`config.mk`:
```
export PLATFORM = sky130hd
export DESIGN_NAME = wb_daq_channel_arbiter
export DESIGN_NICKNAME = d
export VERILOG_FILES = /design/src/rtl/wb_daq_channel_arbiter.sv
export SDC_FILE = /design/constraint.sdc
export NUM_CORES = 1
export LEC_CHECK = 0
export CELL_PAD_IN_SITES_DETAIL_PLACEMENT = 1
export CELL_PAD_IN_SITES_GLOBAL_PLACEMENT = 1
export CORE_ASPECT_RATIO = 1.1
export CORE_MARGIN = 10
export CORE_UTILIZATION = 35
export DETAILED_ROUTE_END_ITERATION = 7
export HOLD_SLACK_MARGIN = 0.03
export PLACE_DENSITY = 0.83
export SLEW_MARGIN = 20
export SYNTH_ARGS = -nofsm -noshare
export SYNTH_HDL_FRONTEND = slang
export SYNTH_SLANG_ARGS = --single-unit
```
`constraint.sdc`:
```
create_clock -name wb_clk -period 4.8 [get_ports wb_clk]
set_input_delay 0.72 -clock wb_clk [delete_from_list [all_inputs] [get_ports wb_clk]]
set_output_delay 0.72 -clock wb_clk [all_outputs]
set_load 0.05 [all_outputs]
```
`src/rtl/wb_daq_channel_arbiter.sv`:
```
// wb_daq_channel_arbiter
//  Round-robin scheduler that hands the single DAQ bus master to one of
//  NUM_CH acquisition channels at a time. Each grant issues one fixed-length
//  burst at the channel's circular write pointer. The pointer advances only on
//  a clean burst completion.
//  Optional feature macro: DAQ_ARB_TIMEOUT_EN adds an XFER watchdog of TIMEOUT
//  cycles. When it expires, the burst is handled as a master error.
module wb_daq_channel_arbiter #(
    parameter int unsigned NUM_CH    = 4,
    parameter int unsigned AW        = 32,
    parameter int unsigned BURST_LEN = 8,
    parameter int unsigned BUF_BYTES = 1024,
    parameter int unsigned TIMEOUT   = 255
) (
    input  logic                 wb_clk,
    input  logic                 wb_rst,
    input  logic                 enable_i,
    input  logic [NUM_CH-1:0]    chan_req_i,
    input  logic [NUM_CH*AW-1:0] chan_base_i,
    output logic [NUM_CH-1:0]    chan_grant_o,
    output logic [NUM_CH-1:0]    chan_pop_o,
    output logic [NUM_CH-1:0]    chan_wrap_o,
    output logic                 mst_start_o,
    output logic [AW-1:0]        mst_adr_o,
    output logic [7:0]           mst_len_o,
    input  logic                 mst_ack_i,
    input  logic                 mst_done_i,
    input  logic                 mst_err_i,
    output logic                 busy_o,
    output logic                 err_o,
    output logic [2:0]           err_ch_o,
    input  logic                 err_clr_i
);

    localparam int unsigned IW   = (NUM_CH > 1) ? $clog2(NUM_CH) : 1;
    localparam int unsigned OW   = $clog2(BUF_BYTES);
    localparam int unsigned STEP = BURST_LEN * 4;

    // Reject parameter sets the pointer arithmetic cannot honour
    if (NUM_CH < 2 || NUM_CH > 8 || TIMEOUT == 0 || BURST_LEN == 0 ||
        (BURST_LEN & (BURST_LEN - 1)) != 0 || (BUF_BYTES & (BUF_BYTES - 1)) != 0 ||
        (BUF_BYTES % STEP) != 0) begin : g_param_check
        $error("wb_daq_channel_arbiter: illegal parameter set");
    end

    typedef enum logic [1:0] {
        ST_IDLE  = 2'd0,
        ST_START = 2'd1,
        ST_XFER  = 2'd2
    } state_e;

    state_e              state_q;
    logic [NUM_CH-1:0]   grant_q;
    logic [NUM_CH-1:0]   wrap_q;
    logic                start_q;
    logic [AW-1:0]       adr_q;
    logic [7:0]          len_q;
    logic                busy_q;
    logic                err_q;
    logic [2:0]          err_ch_q;
    logic [IW-1:0]       gidx_q;
    logic [IW-1:0]       last_q;
    logic [OW-1:0]       off_q [NUM_CH];

    logic                pick_vld;
    logic [IW-1:0]       pick_idx;
    int unsigned         cand;
    logic [AW-1:0]       base_sel;
    logic [OW-1:0]       off_sel;
    logic [OW-1:0]       off_nxt;
    logic                tmo_hit;

    // First requester after the last-served channel, wrapping around
    always_comb begin
        pick_vld = 1'b0;
        pick_idx = '0;
        cand     = 0;
        for (int unsigned i = 1; i <= NUM_CH; i++) begin
            cand = 32'(last_q) + i;
            if (cand >= NUM_CH) begin
                cand = cand - NUM_CH;
            end
            if (!pick_vld && chan_req_i[IW'(cand)]) begin
                pick_vld = 1'b1;
                pick_idx = IW'(cand);
            end
        end
    end

    // Base address and write offset of the granted channel
    always_comb begin
        base_sel = '0;
        off_sel  = '0;
        for (int unsigned n = 0; n < NUM_CH; n++) begin
            if (gidx_q == IW'(n)) begin
                base_sel = chan_base_i[n*AW +: AW];
                off_sel  = off_q[n];
            end
        end
        off_nxt = off_sel + OW'(STEP);
    end

`ifdef DAQ_ARB_TIMEOUT_EN
    localparam int unsigned TW = $clog2(TIMEOUT + 1);
    logic [TW-1:0] tmo_q;

    assign tmo_hit = (state_q == ST_XFER) && (tmo_q == TW'(TIMEOUT - 1));

    // XFER watchdog: cleared on START, counts every XFER cycle
    always_ff @(posedge wb_clk) begin
        if (!wb_rst) begin
            tmo_q <= '0;
        end else if (state_q == ST_START) begin
            tmo_q <= '0;
        end else if (state_q == ST_XFER && !tmo_hit) begin
            tmo_q <= tmo_q + TW'(1);
        end
    end
`else
    assign tmo_hit = 1'b0;
`endif

    // Pop follows the master's word ack directly; nothing pops while reset is held
    assign chan_pop_o = (wb_rst && state_q == ST_XFER && mst_ack_i) ? grant_q : '0;

    // Arbiter FSM with its registered outputs and per-channel pointers
    always_ff @(posedge wb_clk) begin
        if (!wb_rst) begin
            state_q  <= ST_IDLE;
            grant_q  <= '0;
            wrap_q   <= '0;
            start_q  <= 1'b0;
            adr_q    <= '0;
            len_q    <= '0;
            busy_q   <= 1'b0;
            err_q    <= 1'b0;
            err_ch_q <= '0;
            gidx_q   <= '0;
            last_q   <= IW'(NUM_CH - 1);
            for (int unsigned n = 0; n < NUM_CH; n++) begin
                off_q[n] <= '0;
            end
        end else begin
            start_q <= 1'b0;
            wrap_q  <= '0;
            len_q   <= 8'(BURST_LEN);
            if (err_clr_i) begin
                err_q <= 1'b0;
            end
            case (state_q)
                ST_IDLE: begin
                    if (enable_i && pick_vld) begin
                        grant_q <= NUM_CH'(1) << pick_idx;
                        gidx_q  <= pick_idx;
                        busy_q  <= 1'b1;
                        state_q <= ST_START;
                    end
                end
                ST_START: begin
                    start_q <= 1'b1;
                    adr_q   <= base_sel + AW'(off_sel);
                    state_q <= ST_XFER;
                end
                ST_XFER: begin
                    if (mst_err_i || tmo_hit) begin
                        // Pointers untouched so the same channel is retried
                        err_q    <= 1'b1;
                        err_ch_q <= 3'(gidx_q);
                        grant_q  <= '0;
                        busy_q   <= 1'b0;
                        state_q  <= ST_IDLE;
                    end else if (mst_done_i) begin
                        off_q[gidx_q] <= off_nxt;
                        if (off_nxt == '0) begin
                            wrap_q <= grant_q;
                        end
                        last_q  <= gidx_q;
                        grant_q <= '0;
                        busy_q  <= 1'b0;
                        state_q <= ST_IDLE;
                    end
                end
                default: begin
                    grant_q <= '0;
                    busy_q  <= 1'b0;
                    state_q <= ST_IDLE;
                end
            endcase
        end
    end

    assign chan_grant_o = grant_q;
    assign chan_wrap_o  = wrap_q;
    assign mst_start_o  = start_q;
    assign mst_adr_o    = adr_q;
    assign mst_len_o    = len_q;
    assign busy_o       = busy_q;
    assign err_o        = err_q;
    assign err_ch_o     = err_ch_q;

endmodule
```
Word-level counts from Yosys, hierarchy flattened
Memory sizes are Yosys's and may differ from the RTL's.
Cells that the tools add are included.
Word-level totals
  bits in registers: 59
  latch bits: 0
  memory bits (writable): 40
  ROM bits: 0
  bits of input ports: 139
  output and inout bits: 58
  word-level logic and storage cells: 118
  memories: 1
Memory list
  off_q: depth 4, width 10, rd ports 4, clocked after Yosys merged registers in 0, write ports 4, RTL line 63  | logic [OW-1:0] off_q [NUM_CH];
Cells by class
  add/sub/neg operators: 10
  multipliers: 0
  divide/modulo/power cells: 0
  magnitude comparators: 8
  eq/ne operators: 7
  shift-type cells: 1
  muxes and demuxes: 55
  bitwise logic cells: 6
  reductions and logical operators: 19
Operators by type and width (number)
  $mux W32: 4
  $mux W10: 5
  $add A32 B10 Y32: 1
  $mux W2: 12
  $mux W1: 22
  $mux W4: 5
  $lt A2 B3 Y1 const B: 4
  $pmux W4 S3: 1
  $add A10 B6 Y10 const B: 1
  $logic_not A10 Y1: 1
  $reduce_or A10 Y1: 1
  $ge A3 B3 Y1 const B: 3
  $bmux W1 S2: 4
  $sub A2 B1 Y2 const B: 4
  $add A2 B2 Y3 const B: 2
  $eq A2 B2 Y1 const B: 3
  $logic_and A1 B1 Y1: 6
  $not A1 Y1: 6
  $pmux W2 S3: 1
  $reduce_and A2 Y1: 3
  $reduce_and A3 Y1: 2
  $reduce_or A5 Y1: 1
  $add A2 B3 Y4 const B: 1
  $eq A2 B1 Y1 const B: 2
  other kinds (8): 11

Longest topological paths before layout
  depth after elaboration: 18
  mapped depth: 14
  mapped depth without buffers: 10

Worst setup path after synthesis
OpenSTA, ideal clock, no wires.
  kind: register to register
  start: register gidx_q[1]
  end: register adr_q[28] (netlist: mst_adr_o[28])
  arrival time: 3.388 ns
  required time: 4.667 ns
  setup slack: 1.279 ns
  stages on the path, launching flop included: 15
  buffers on the path: 4
  period minus slack after synthesis: 3.521 ns
  path through: dfxtp_1 buf_2 buf_2 buf_2 clkbuf_1 mux4_2 ha_1 inv_1 fa_1 nand2b_1 a21oi_1 o21ai_1 a2111oi_2 xnor2_1 a21oi_1
On the way
  longest elaborated chain between the ends: 6
  elaborated cells on any way between the ends: 13
  those cells by class: add/sub (1); eq/ne (3); mux (8); reduce/logical (1)
Ends and longest elaborated chain
  from (decl): RTL line 61  | logic [IW-1:0] gidx_q;
  from (signal assigned): RTL line 154  | gidx_q <= pick_idx;
  $logic_not A2 Y1: RTL line 95  | if (gidx_q == IW'(n)) begin
  $mux W32 / $mux W10 (equally long branches) (4 in series): RTL line 95
  $add A32 B10 Y32 *: RTL line 161  | adr_q <= base_sel + AW'(off_sel);
  to (signal assigned): RTL line 161
  to (decl): RTL line 56  | logic [AW-1:0] adr_q;
Mark *: on every way between the ends. The rest lies on a longest branch, timed or not.
A chain may end at the register's enable or synchronous reset.

Worst setup path after layout
Same ends and word-level chain as after synthesis.

==> flow_metrics.py <==
metrics = {
    "layout": {
        "layout_common_cells": "188 x clkdlybuf4s50_1, 50 x dfxtp_1, 40 x edfxtp_1",
        "nFillCells": 1651,
        "final_area_um2": 7890,
        "antennaDiodeCount": 0,
        "layout-drive-gt1-share": 0.102,
        "nNetsFinal": 829,
        "areaGrowthSynthToFinish_pct": 41.6,
        "multi_input_area_um2": 3070,
        "final_common_cell": "clkdlybuf4s50_1",
        "regArea_um2": 2250,
        "instances_no_fill": 883,
    },
    "die": {
        "floorplan.die_area_um2": 21400,
        "die_w_um": 140,
        "fp.dieH_um": 152,
        "start_util": 0.356,
        "io_pins": 197,
        "num_rows": 48,
        "coreArea_um2": 15700,
    },
    "clock_tree": {
        "ctsResizeCount": 0,
        "insertion_delay_ns": 0.36,
        "path_clk_slew_ns": 0.06,
        "max-clock-path-buffers": 2,
        "cts_setup_buffers": 0,
        "cts_hold_buf": 0,
        "cts_buffers": 9,
        "clockRootBuffer": "clkbuf_16",
        "cts_tree": "built",
        "htreeDepth": 3,
        "cts.sinks": 92,
    },
    "critical_path": {
        "worstReg2RegStart": "gidx_q[1]",
        "rrSetupSlack_ns": 1.03,
        "worstPathCellList": "mux4_2 > ha_1 > inv_1 > fa_1 > nand2b_1 > a21oi_1 > o21ai_1 > a2111oi_2 > xnor2_1 > a21oi_1",
        "slowest_delay_ns": 0.94,
        "crit_path_end": "mst_adr_o[28]",
        "cp-end-kind": "register",
        "cp.required_ns": 5.02,
        "crit_path_start_kind": "register",
        "cp_slowest_cell": "dfxtp_2",
        "r2r_end": "mst_adr_o[28]",
        "critPathMaxFanout": 37,
        "criticalPathCategory": "reg -> reg",
        "cp-startpoint": "gidx_q[1]",
        "cp.arrival_ns": 3.99,
        "r2r_cells": 10,
        "cp_common_cell": "a21oi_1",
    },
    "route": {
        "wl_met3_mm": 1.24,
        "drt-pass1-iter-count": 4,
        "met2_length_mm": 10.5,
        "top_layer": "met4",
        "met1_length_mm": 7.90,
        "wl_per_cell_um": 22.7,
        "vias": 4809,
        "ant_nets": 0,
        "first_iter_violations": 239,
        "post_drt_via_cell_ratio": 5.45,
        "drc": 0,
        "wirelength_mm": 20.1,
    },
    "global_routing": {
        "overflow": 0,
        "grt_pass1_wl_mm": 30.8,
        "antenna_found_initial": 0,
        "grt_start_max_net_pins": 49,
        "gr-usage-all-layers": 0.181,
        "grt_pass1_vias": 5410,
    },
    "sta": {
        "fin_ws_ns": 1.03,
        "finClkSkew_ns": 0.00660,
        "relSlewSlack": 0.369,
        "hold_violations": 0,
        "post-route-period-util": 0.786,
        "drv_slew": 0,
        "layout_min_cycle_time_ns": 3.77,
        "worstMarginPinSlew_ns": 0.947,
        "grt_setup_unrepaired": "false",
        "timing.setup.tns_ns": 0,
        "fmax_mhz": 265,
        "setup_viol": 0,
    },
    "pwr": {
        "p_leak_nw": 2.77,
        "max-vdd-ir-drop_mv": 0.182,
        "fin_total_pwr_w": 0.00232,
        "power_density_nw_per_um2": 294,
    },
    "yosys": {
        "syn_inst": 504,
        "synth_ff_type": "dfxtp_1",
        "seq_area_frac_synth": 0.402,
        "syn_avg_cell_area_um2": 11.1,
        "synth_top_area_frac": 0.216,
        "synth_cell_type_count": 65,
        "syn_area_um2": 5570,
        "ys_warn_count": 0,
        "synth.area.top_cells": "edfxtp_1 22%, dfxtp_1 19%, mux4_2 11%",
        "synth-seq-cells": 92,
        "synth_top_area_cell": "edfxtp_1",
        "synth_edf_count": 40,
        "synthArstFlopShare": 0,
    },
    "outcome": {
        "status": "complete, no violations",
    },
    "place": {
        "dpl.hpwl_mm": 16.1,
        "dp_slack_ns": 0.966,
        "placed_area_um2": 7560,
        "place_inst": 867,
        "portBuffers": 188,
        "gp_congestion": 0.855,
    },
    "worst_hold_path": {
        "hold_depth": 2,
        "hp-class": "reg -> reg",
    },
    "job": {
        "drv_cap": 0,
    },
}
layout make-up:
type	instances	area share
multi-input combinational	365	0.389
sequential	92	0.285
timing repair buffer	196	0.246
tap	200	0.0317
clock buffer	10	0.0303
clock inverter	6	0.0111
inverter	14	0.00666
state kept, by name (all words and copies together) (netlist names):
register	cells
state_q	2
last_q	2
chan_grant_o	4
err_ch_o	2
mst_len_o	1
mst_start_o	1
busy_o	1
chan_wrap_o	4
err_o	1
off_q	40
gidx_q	2
mst_adr_o	32
through the flow:
step	hold WS, ns	util
floorplan	0.499	-
global placement	0.439	0.482
detailed placement	0.453	0.482
CTS	0.460	0.503
global route	0.486	0.503
finish	0.455	0.503
cells in the mapped netlist, types with 6 or more instances:
cell and n:
nand3_1 18, nor3_1 7, and4b_1 9, nand2_1 37, mux2i_1 6, a211oi_1 16, a21oi_1 37, nand2b_1 8
dfxtp_1 52, inv_1 13, nor2_1 39, mux4_1 13, xnor2_1 23, edfxtp_1 40, clkbuf_1 21, o21ai_0 27
and2_1 13, mux4_2 28, ha_1 11, buf_4 8
critical path, delay by kind of cell, from the launching register on:
family | cells | cell delay (ns)
AO/OA/AOI/OAI | 4 | 1.24
flip-flops | 1 | 0.94
adder cells (fa/ha/maj) | 2 | 0.58
multiplexers | 1 | 0.41
AND/OR/NAND/NOR | 1 | 0.19
XOR/XNOR | 1 | 0.18
buffers and inverters | 1 | 0.07
power by group:
part	internal (W)	leakage [nW]	switching (W)
sequential	0.000857	0.839	0.0000397
combinational	0.000290	1.78	0.000347
clock	0.000470	0.152	0.000317
cell families after synthesis:
family                     after synthesis  synth area share
and+or+nand+nor                        161             0.158
xor gates and xnor gates                26            0.0422
DFF                                     92             0.402
AOI/OAI and AO/OA                      110             0.129
adders and majority gates               12            0.0283
other                                    1          0.000673
buffers and inverters                   54            0.0528
muxes                                   48             0.187
worst min path at each step:
stage                       startpoint            to  slack (ns)
final                           busy_o        busy_o        0.46
after global placement          busy_o        busy_o        0.44
after detailed placement        busy_o        busy_o        0.45
after CTS                       busy_o        busy_o        0.46
after global routing      mst_adr_o[2]  mst_adr_o[2]        0.49
after floorplan              last_q[0]     last_q[0]        0.50
per-layer routing:
layer,vias to the layer above,GRT usage
li1,2246,-
met1,2366,0.196
met2,166,0.331
met3,31,0.0461
met4,0,0.0620
met5,-,0
(Power assumes the default switching activity.)
==> patch, RTL diff (same flow settings) <==
Register the output `err_ch_o` once more, without a reset; this adds one clock of latency there. The other outputs are not delayed to match.
--- a/src/rtl/wb_daq_channel_arbiter.sv
+++ b/src/rtl/wb_daq_channel_arbiter.sv
@@ -196,6 +196,8 @@
     assign mst_len_o    = len_q;
     assign busy_o       = busy_q;
     assign err_o        = err_q;
-    assign err_ch_o     = err_ch_q;
+    always_ff @(posedge wb_clk) begin
+        err_ch_o <= err_ch_q;
+    end
 
 endmodule
Function: changed (a bounded check fails within 4 cycles, from zero or initial values and one cycle with wb_rst low).
==> patch against the original RTL <==
Power fell by 2.4%; sequential power rose by 1%; sequential share of layout area rose by 0.60 points; sequential cell count rose by 2; setup slack got worse by 0.34 ns; synthesized area rose by 0.74%; critical path depth rose by 2; non-clock buffer count fell by 1; final area fell by 0.32%; routed wire length fell by 6.3%; die area rose by 0.64%; critical path type unchanged; critical endpoint unchanged.
==> patch: results (changes against the original RTL) <==
multi-input combinational area share 0.386 (-0.00337); Post-synth top cells dfxtp_1 (54), nor2_1 (45), edfxtp_1 (40), nand2_1 (40), mux4_2 (34); multi-input gates 370 (+1.4%); status finished clean; met1 wire length 7.28 mm (-7.8%); Worst Path Arrival 4.38 ns (+0.39 ns); Synth Area in Compound Gates 0.129 (+0.000612); hpwl dp 15.0 mm (-6.6%); Seq cells 94 (+2.2%); GR met1 Demand/Resource 0.178 (-0.0179); sequential share of the synthesized area 0.407 (+0.00417); max incr delay on CP 0.84 ns (-0.10 ns); Leakage 2.82 nW (+1.8%); final layout net count 834 (+0.60%); FF-to-FF Start gidx_q[0]; multiplexer share of the synthesized area 0.185 (-0.00271); Vias 4760 (-1.0%); Comb pwr share 0.282 (+0.008); wire per inst 21.2 um (-6.8%); Hold Startpoint err_ch_q[1]; CP Max Fanout 51 (+38%); vias in the first global route 5296 (-2.1%); XOR/XNOR Fraction of Synth Area 0.0294 (-0.0128); met2 WL 10.1 mm (-3.9%); Worst VDD drop 0.154 mV (-16%); ratio of cells with drive above 1 in the final layout 0.108 (+0.00507)
-- patch: final timing paths --
check             slack, ns       endpoint  cells past startpoint
hold / removal         0.36    err_ch_o[1]                      0
setup / recovery       0.69  mst_adr_o[28]                     12
setup reg to reg       0.69  mst_adr_o[28]                     12
hold reg to reg        0.36    err_ch_o[1]                      0
-- patch: through the flow --
| step | hold slack, ns | worst slack, ns | instances | utilization |
|---|---|---|---|---|
| after floorplan | 0.331 | 1.13 | 516 | - |
| after global routing | 0.370 | 0.331 | 888 | 0.500 |
| after CTS | 0.356 | 0.678 | 887 | 0.498 |
| final | 0.356 | 0.689 | 888 | 0.500 |
| after detailed placement | 0.344 | 0.709 | 871 | 0.480 |
| after global placement | 0.337 | 0.866 | 871 | 0.480 |
-- patch: critical path: cells and delay by family (launching register included) --
family | cells | cell delay [ns]
compound gates | 5 | 1.61
flops | 1 | 0.84
simple gates | 2 | 0.65
fa+ha+maj | 2 | 0.56
buf+inv | 3 | 0.34
